[src/rtl/mul_pkg.sv]
// rtl/mul_pkg.sv - op encodings, FSM states and cycle count for mul_unit
package mul_pkg;

  localparam logic [1:0] MUL_OP_MUL   = 2'b00;
  localparam logic [1:0] MUL_OP_UMULL = 2'b01;
  localparam logic [1:0] MUL_OP_SMULL = 2'b10;

  localparam int MUL_CYCLES = 32;

  typedef enum logic [1:0] {
    ST_IDLE,
    ST_CALC,
    ST_FIX,
    ST_DONE
  } mul_state_t;

endpackage

[src/rtl/mul_unit.sv]
// rtl/mul_unit.sv - iterative radix-2 32x32 multiplier with 32/64-bit accumulate
module mul_unit
  import mul_pkg::*;
(
  input  logic        clk,
  input  logic        reset,
  input  logic        start,
  input  logic [1:0]  op,
  input  logic        acc_en,
  input  logic [31:0] src_a,
  input  logic [31:0] src_b,
  input  logic [31:0] acc_lo,
  input  logic [31:0] acc_hi,
  input  logic [3:0]  dest_lo,
  input  logic [3:0]  dest_hi,
  output logic        busy,
  output logic        done,
  output logic [31:0] res_lo,
  output logic [31:0] res_hi,
  output logic [3:0]  wa_lo,
  output logic [3:0]  wa_hi,
  output logic        long_res,
  output logic        flag_n,
  output logic        flag_z
);

  mul_state_t  state;
  logic [63:0] prod;
  logic [31:0] mcand;
  logic [31:0] mplr;
  logic [4:0]  cnt;
  logic        neg;
  logic        is_mul;
  logic        acc_en_r;
  logic [63:0] acc_r;

  logic        is_smull;
  logic [31:0] mag_a;
  logic [31:0] mag_b;
  logic        neg_in;
  logic [32:0] calc_sum;
  logic [63:0] signed_prod;
  logic [63:0] long_sum;
  logic [31:0] short_sum;
  logic [31:0] fix_lo;
  logic [31:0] fix_hi;
  logic        fix_n;
  logic        fix_z;

  always_comb begin
    is_smull = (op == MUL_OP_SMULL);
    mag_a    = (is_smull && src_a[31]) ? (~src_a + 32'd1) : src_a;
    mag_b    = (is_smull && src_b[31]) ? (~src_b + 32'd1) : src_b;
    neg_in   = is_smull && (src_a[31] ^ src_b[31]);
  end

  // Product shifts right each step, so the multiplicand is always added at bit 32.
  assign calc_sum = {1'b0, prod[63:32]} + {1'b0, (mplr[0] ? mcand : 32'd0)};

  always_comb begin
    signed_prod = neg ? (~prod + 64'd1) : prod;
    long_sum    = signed_prod + (acc_en_r ? acc_r : 64'd0);
    short_sum   = signed_prod[31:0] + (acc_en_r ? acc_r[31:0] : 32'd0);
    if (is_mul) begin
      fix_lo = short_sum;
      fix_hi = 32'd0;
      fix_n  = short_sum[31];
      fix_z  = (short_sum == 32'd0);
    end else begin
      fix_lo = long_sum[31:0];
      fix_hi = long_sum[63:32];
      fix_n  = long_sum[63];
      fix_z  = (long_sum == 64'd0);
    end
  end

  always_ff @(posedge clk) begin
    if (!reset) begin
      state    <= ST_IDLE;
      prod     <= 64'd0;
      mcand    <= 32'd0;
      mplr     <= 32'd0;
      cnt      <= 5'd0;
      neg      <= 1'b0;
      is_mul   <= 1'b0;
      acc_en_r <= 1'b0;
      acc_r    <= 64'd0;
      busy     <= 1'b0;
      done     <= 1'b0;
      res_lo   <= 32'd0;
      res_hi   <= 32'd0;
      wa_lo    <= 4'd0;
      wa_hi    <= 4'd0;
      long_res <= 1'b0;
      flag_n   <= 1'b0;
      flag_z   <= 1'b0;
    end else begin
      done <= 1'b0;
      case (state)
        ST_IDLE: begin
          if (start) begin
            mcand    <= mag_a;
            mplr     <= mag_b;
            neg      <= neg_in;
            prod     <= 64'd0;
            cnt      <= 5'(MUL_CYCLES - 1);
            acc_r    <= {acc_hi, acc_lo};
            acc_en_r <= acc_en;
            is_mul   <= (op == MUL_OP_MUL);
            long_res <= (op != MUL_OP_MUL);
            wa_lo    <= dest_lo;
            wa_hi    <= dest_hi;
            busy     <= 1'b1;
            state    <= ST_CALC;
          end
        end
        ST_CALC: begin
          prod <= {calc_sum, prod[31:1]};
          mplr <= mplr >> 1;
          cnt  <= cnt - 5'd1;
          if (cnt == 5'd0)
            state <= ST_FIX;
        end
        ST_FIX: begin
          res_lo <= fix_lo;
          res_hi <= fix_hi;
          flag_n <= fix_n;
          flag_z <= fix_z;
          done   <= 1'b1;
          state  <= ST_DONE;
        end
        ST_DONE: begin
          busy  <= 1'b0;
          state <= ST_IDLE;
        end
        default: state <= ST_IDLE;
      endcase
    end
  end

endmodule
[config.mk]
export PLATFORM = sky130hd
export DESIGN_NAME = mul_unit
export DESIGN_NICKNAME = d
export VERILOG_FILES = /design/src/rtl/mul_pkg.sv /design/src/rtl/mul_unit.sv
export SDC_FILE = /design/constraint.sdc
export NUM_CORES = 1
export LEC_CHECK = 0
export CAP_MARGIN = 25
export CORE_ASPECT_RATIO = 0.5
export CORE_MARGIN = 2
export CORE_UTILIZATION = 50
export DETAILED_ROUTE_END_ITERATION = 8
export PLACE_DENSITY = 0.72
export REMOVE_ABC_BUFFERS = 1
export SLEW_MARGIN = 20
export SYNTH_ARGS = -nofsm -noshare
export SYNTH_HDL_FRONTEND = slang
export SYNTH_SLANG_ARGS = --single-unit
[constraint.sdc]
create_clock -name clk -period 16.7 [get_ports clk]
set_input_delay 5.01 -clock clk [delete_from_list [all_inputs] [get_ports clk]]
set_output_delay 5.01 -clock clk [all_outputs]
set_load 0.02 [all_outputs]
# After elaboration in Yosys (flattened, before gate mapping)
# Index checks and enable logic that the tools add are counted.
[word_totals]
regBits = 279
inputBits = 142
word_cells = 72
output_inout_bits = 77
[op_classes]
reduce_logical = 15
muxes = 22
eq_ne = 6
n_bitwise = 4
addsub = 7
[ops]
columns = ["operator", "count"]
rows = [
  ["$mux 32", 7],
  ["$mux 64", 3],
  ["$pmux 64 s2", 1],
  ["$add 32x1->32 const B", 2],
  ["$add 64x1->64 const B", 1],
  ["$add 64x64->64", 1],
  ["$logic_not 64->1", 1],
  ["$not 32->32", 2],
  ["$not 64->64", 1],
  ["$pmux 32 s2", 1],
  ["$add 32x32->33", 1],
  ["$add 32x32->32", 1],
  ["$logic_not 32->1", 1],
  ["$pmux 5 s2", 1],
  ["$pmux 2 s4", 1],
  ["$reduce_and 2->1", 4],
  ["$eq 2x2->1 const B", 3],
  ["$reduce_bool 2->1", 3],
  ["$logic_not 5->1", 1],
  ["$mux 5", 1],
  ["$sub 5x1->5 const B", 1],
  ["$logic_not 2->1", 2],
  ["$mux 1", 4],
  ["$mux 2", 2],
  ["other kinds (5)", 8],
]

# Depth between registers and ports, before layout
[depth]
depth_word = 6
depth_mapped = 25
depth_no_buf = 24

# Least setup slack after synthesis
# Ideal clock, no wire load.
[synth_timing]
kind = "input -> register"
startpoint = "input src_a[8]"
endpoint = "register mcand[29]"
stages = 9
setup_slack_ns = 8.883
arrival_time_ns = 7.732
path_buffers = 0
t_required_ns = 16.614
setup_ns = 0.086
cell_sequence = "or4_1 > nor3_1 > nor3b_1 > nand2_1 > or4_1 > or4_1 > o41ai_1 > xor2_1 > a211oi_1"
[synth_between]
elab_chain_cells = 3
[synth_lines]
columns = ["item", "line", "rtl"]
rows = [
  ["start, declared", "mul_unit.sv:10", "input logic [31:0] src_a,"],
  ["$not 32->32", "mul_unit.sv:52", "mag_a = (is_smull && src_a[31]) ? (~src_a + 32'd1) : src_a;"],
  ["$add 32x1->32", "mul_unit.sv:52", ""],
  ["$mux 32", "mul_unit.sv:52", ""],
  ["end signal, assigned", "mul_unit.sv:102", "mcand <= mag_a;"],
  ["end, declared", "mul_unit.sv:29", "logic [31:0] mcand;"],
]
# Every way passes these cells.
# A chain may end at the register's enable or synchronous reset.

# Final worst setup path
# Ends and elaborated chain as after synthesis.

==> flow_summary.toml <==
[finish]
area_growth_pct = 16.9
fillers = 3496
layout-drive-gt1-share_pct = 3.32
nets = 2883
diodes = 0
regArea_mm2 = 0.00559
multi_input_area_mm2 = 0.0125

[min_path]
hold_class = "flip-flop to flip-flop"
hp-start = "acc_r[56]"
hold_end = "acc_r[56]"
holdPathStages = 2

[timing]
fin_crit_ns = 8.17
slew_viol_final = 0
final.setup.tns_ns = 0
max_freq_ghz = 0.122
fin_crit_sh_pct = 48.9
setup_violations = 0
slew_headroom_pct = 35.3
rsz0062_at_grt = "false"
fin_skew_ns = 0.0355
finalHoldViolCount = 0
worst_pin_slew_ns = 0.971

[clocking]
cts_buffer_depth = 3
cts_made_buffers = 27
clk_latency_ns = 0.57
clock_sinks = 279
clkTransAtPathRegs_ns = 0.06
cts_tree = "yes"
cts-root-buf = "clkbuf_16"
postCtsHoldBufs = 0
htree_num_levels = 1
post-cts-setup-buffer-count = 0
cts_resized = 0

[floorplanning]
die_h_um = 141
die_w_um = 279
initial_core_util_pct = 50.6
io-pin-count = 219
die-area_mm2 = 0.0394
placement_rows = 50
core_mm2 = 0.0373

[placement]
globalplace.congestion = 0.960
dpl.hpwl_um = 40300
numPortBuffers = 218

[logic_synthesis]
yosys_warnings = 0
yosys.area_share.simple_pct = 24.2
synth_adder_area_share_pct = 7.11
synthCells = 2525
synth_compound_area_share_pct = 23.9
synth_xor_area_share_pct = 9.37
synth_area_leaders = "dfxtp_1 30%, nand2_1 7.7%, ha_1 6.9%"
ys_seq_elements = 279
ys_types = 74
yosysSeqAreaShare_pct = 29.6
synth_area_per_cell_um2 = 7.47
synth_top_cell_area_share_pct = 29.6
synth_edf_count = 0
synth_top_family_by_area = "simple AND/OR/NAND/NOR gates"
yosysTopAreaCell = "dfxtp_1"
synthArstFlopShare_pct = 0
synth_area_mm2 = 0.0189
synth.area.mux_share_pct = 1.39
synth_flop_cell = "dfxtp_1"

[route]
drc = 0
wire_per_inst_um = 17.1
firstDrtPassIters = 5
antenna_left = 0
vias_per_cell = 5.75
num_vias = 18105
routed_wirelength_um = 53700
drt_first_iter_violations = 1491

[pwr]
p_total_uw = 2150
leakagePower_uw = 0.00864
vdd_ir_drop_max_mv = 0.0907
powerDensity_mw_per_mm2 = 97.3

[critical_path]
r2r-end = "flag_z"
cp-start-kind = "input pin"
reg2reg_slack_ns = 10.23
reg2reg_depth = 19
crit_fanout = 4
cp-end-kind = "flip-flop"
r2r_start = "prod[16]"
path_class = "input pin to flip-flop"
worstPathRequired_ns = 17.16
crit_arrival_ns = 8.64

[grt]
grt_overflow = 0
grt_use_total_pct = 26.5
grt_max_degree = 97
grt_pass1_wl_um = 86700
grt_pass1_vias = 16780
antenna_found_initial = 0

[status]
status = "finished, final reports clean"

[job]
cap_violations = 0
## routing by layer
metal	global-route usage, %	wire length (um)	up-vias
li1	-	-	9130
met2	47.1	25700	406
met4	5.46	1110	0
met3	3.31	2320	83
met1	34.7	24600	8486
met5	0	0	-
## area by class of cell
| type | count | area share, % |
|---|---|---|
| Inverter | 57 | 0.993 |
| Sequential cell | 279 | 25.3 |
| Clock buffer | 37 | 3.37 |
| Clock inverter | 11 | 0.522 |
| Timing Repair Buffer | 232 | 10.4 |
| Multi-Input combinational cell | 2038 | 56.6 |
| Tap cell | 494 | 2.80 |
## how the worst max path moves through the flow
stage / startpoint / endpoint / cells past startpoint / slack (ns)
6_report: src_a[8] / mcand[29] / 10 / 8.53
5_1_grt: src_a[6] / mcand[29] / 10 / 8.12
4_1_cts: src_a[8] / mcand[29] / 10 / 8.51
3_5_place_dp: src_a[8] / mcand[29] / 10 / 7.95
3_3_place_gp: src_a[8] / mcand[29] / 10 / 7.99
2_1_floorplan: reset / prod[63] / 4 / 6.28
## cell usage after synthesis (all sizes together), types with 4 or more instances
| cell type | n |
|---|---|
| or4 | 15 |
| and2 | 114 |
| nand3b | 6 |
| o2bb2ai | 5 |
| o41ai | 13 |
| nand2b | 16 |
| o221ai | 4 |
| o21bai | 24 |
| inv | 56 |
| a21oi | 251 |
| o22ai | 4 |
| a22oi | 62 |
| nor4b | 5 |
| nand4 | 36 |
| a311oi | 6 |
| and3 | 7 |
| o21a | 16 |
| a211oi | 43 |
| dfxtp | 279 |
| a22o | 4 |
| nand3 | 29 |
| or3 | 29 |
| xor2 | 71 |
| o31a | 4 |
| nor3b | 5 |
| ha | 104 |
| a221oi | 4 |
| a21boi | 4 |
| nor2 | 248 |
| nand2 | 386 |
| xnor2 | 131 |
| clkbuf | 138 |
| o31ai | 38 |
| a211o | 5 |
| a31oi | 19 |
| or2 | 13 |
| buf | 13 |
| o21ai | 141 |
| o211ai | 13 |
| nor4 | 21 |
| and4 | 5 |
| nor3 | 42 |
| mux2i | 25 |
| nor2b | 5 |
| a21o | 36 |
## critical path, cell delays in order
cell             delay (ns)
clkdlybuf4s50_1        0.46
or4_1                  0.60
nor3_1                 0.38
nor3b_1                0.36
nand2_1                0.18
or4_1                  0.51
or4_1                  0.48
o41ai_1                0.31
xor2_1                 0.11
a211oi_1               0.22
## state kept, by name (all words and copies together) (netlist names), 2 cells and up
signal and count:
acc_r 64, prod 64, mcand 32, mplr 32, res_hi 32, res_lo 32
cnt 5, wa_hi 4, wa_lo 4, state 2
## stage by stage
step           area (um2)  std cells  utilization (%)  setup slack (ns)  hold WS [ns]
2_1_floorplan       18200       2374                -              6.28         0.431
3_3_place_gp        21200       3099             56.8              7.99         0.439
4_1_cts             22000       3147             59.1              8.51         0.452
5_1_grt             22100       3148             59.2              8.12         0.467
3_5_place_dp        21200       3099             56.8              7.95         0.443
6_report            22100       3148             59.2              8.53         0.450
## power by group
part           leakage [uW]  switching, uW  internal, uW  total [uW]
Combinational       0.00594            458           241         700
Clock              0.000423            277           343         620
Sequential          0.00227           62.1           765         827
Total               0.00864            797          1350        2150
## cell usage in the layout (no fill, tap or decap), drive strengths merged, types with 37 or more instances in the layout
cell / Yosys / routed
nand2: 386 / 386
dfxtp: 279 / 279
a21oi: 251 / 251
nor2: 248 / 248
clkdlybuf4s50: 0 / 218
o21ai: 141 / 141
xnor2: 131 / 131
and2: 114 / 114
ha: 104 / 104
xor2: 71 / 71
a22oi: 62 / 62
inv: 56 / 57
a211oi: 43 / 43
nor3: 42 / 42
o31ai: 38 / 38
clkbuf: 138 / 37
## kinds of logic (layout without fill, tap and decap cells)
family	count (synthesis)	count (layout)
muxes	26	26
adders and majority gates	106	106
DFF	279	279
AOI/OAI and AO/OA	719	719
and+or+nand+nor	985	985
buffers and inverters	208	337
xor gates and xnor gates	202	202
(Power assumes the default switching activity.)
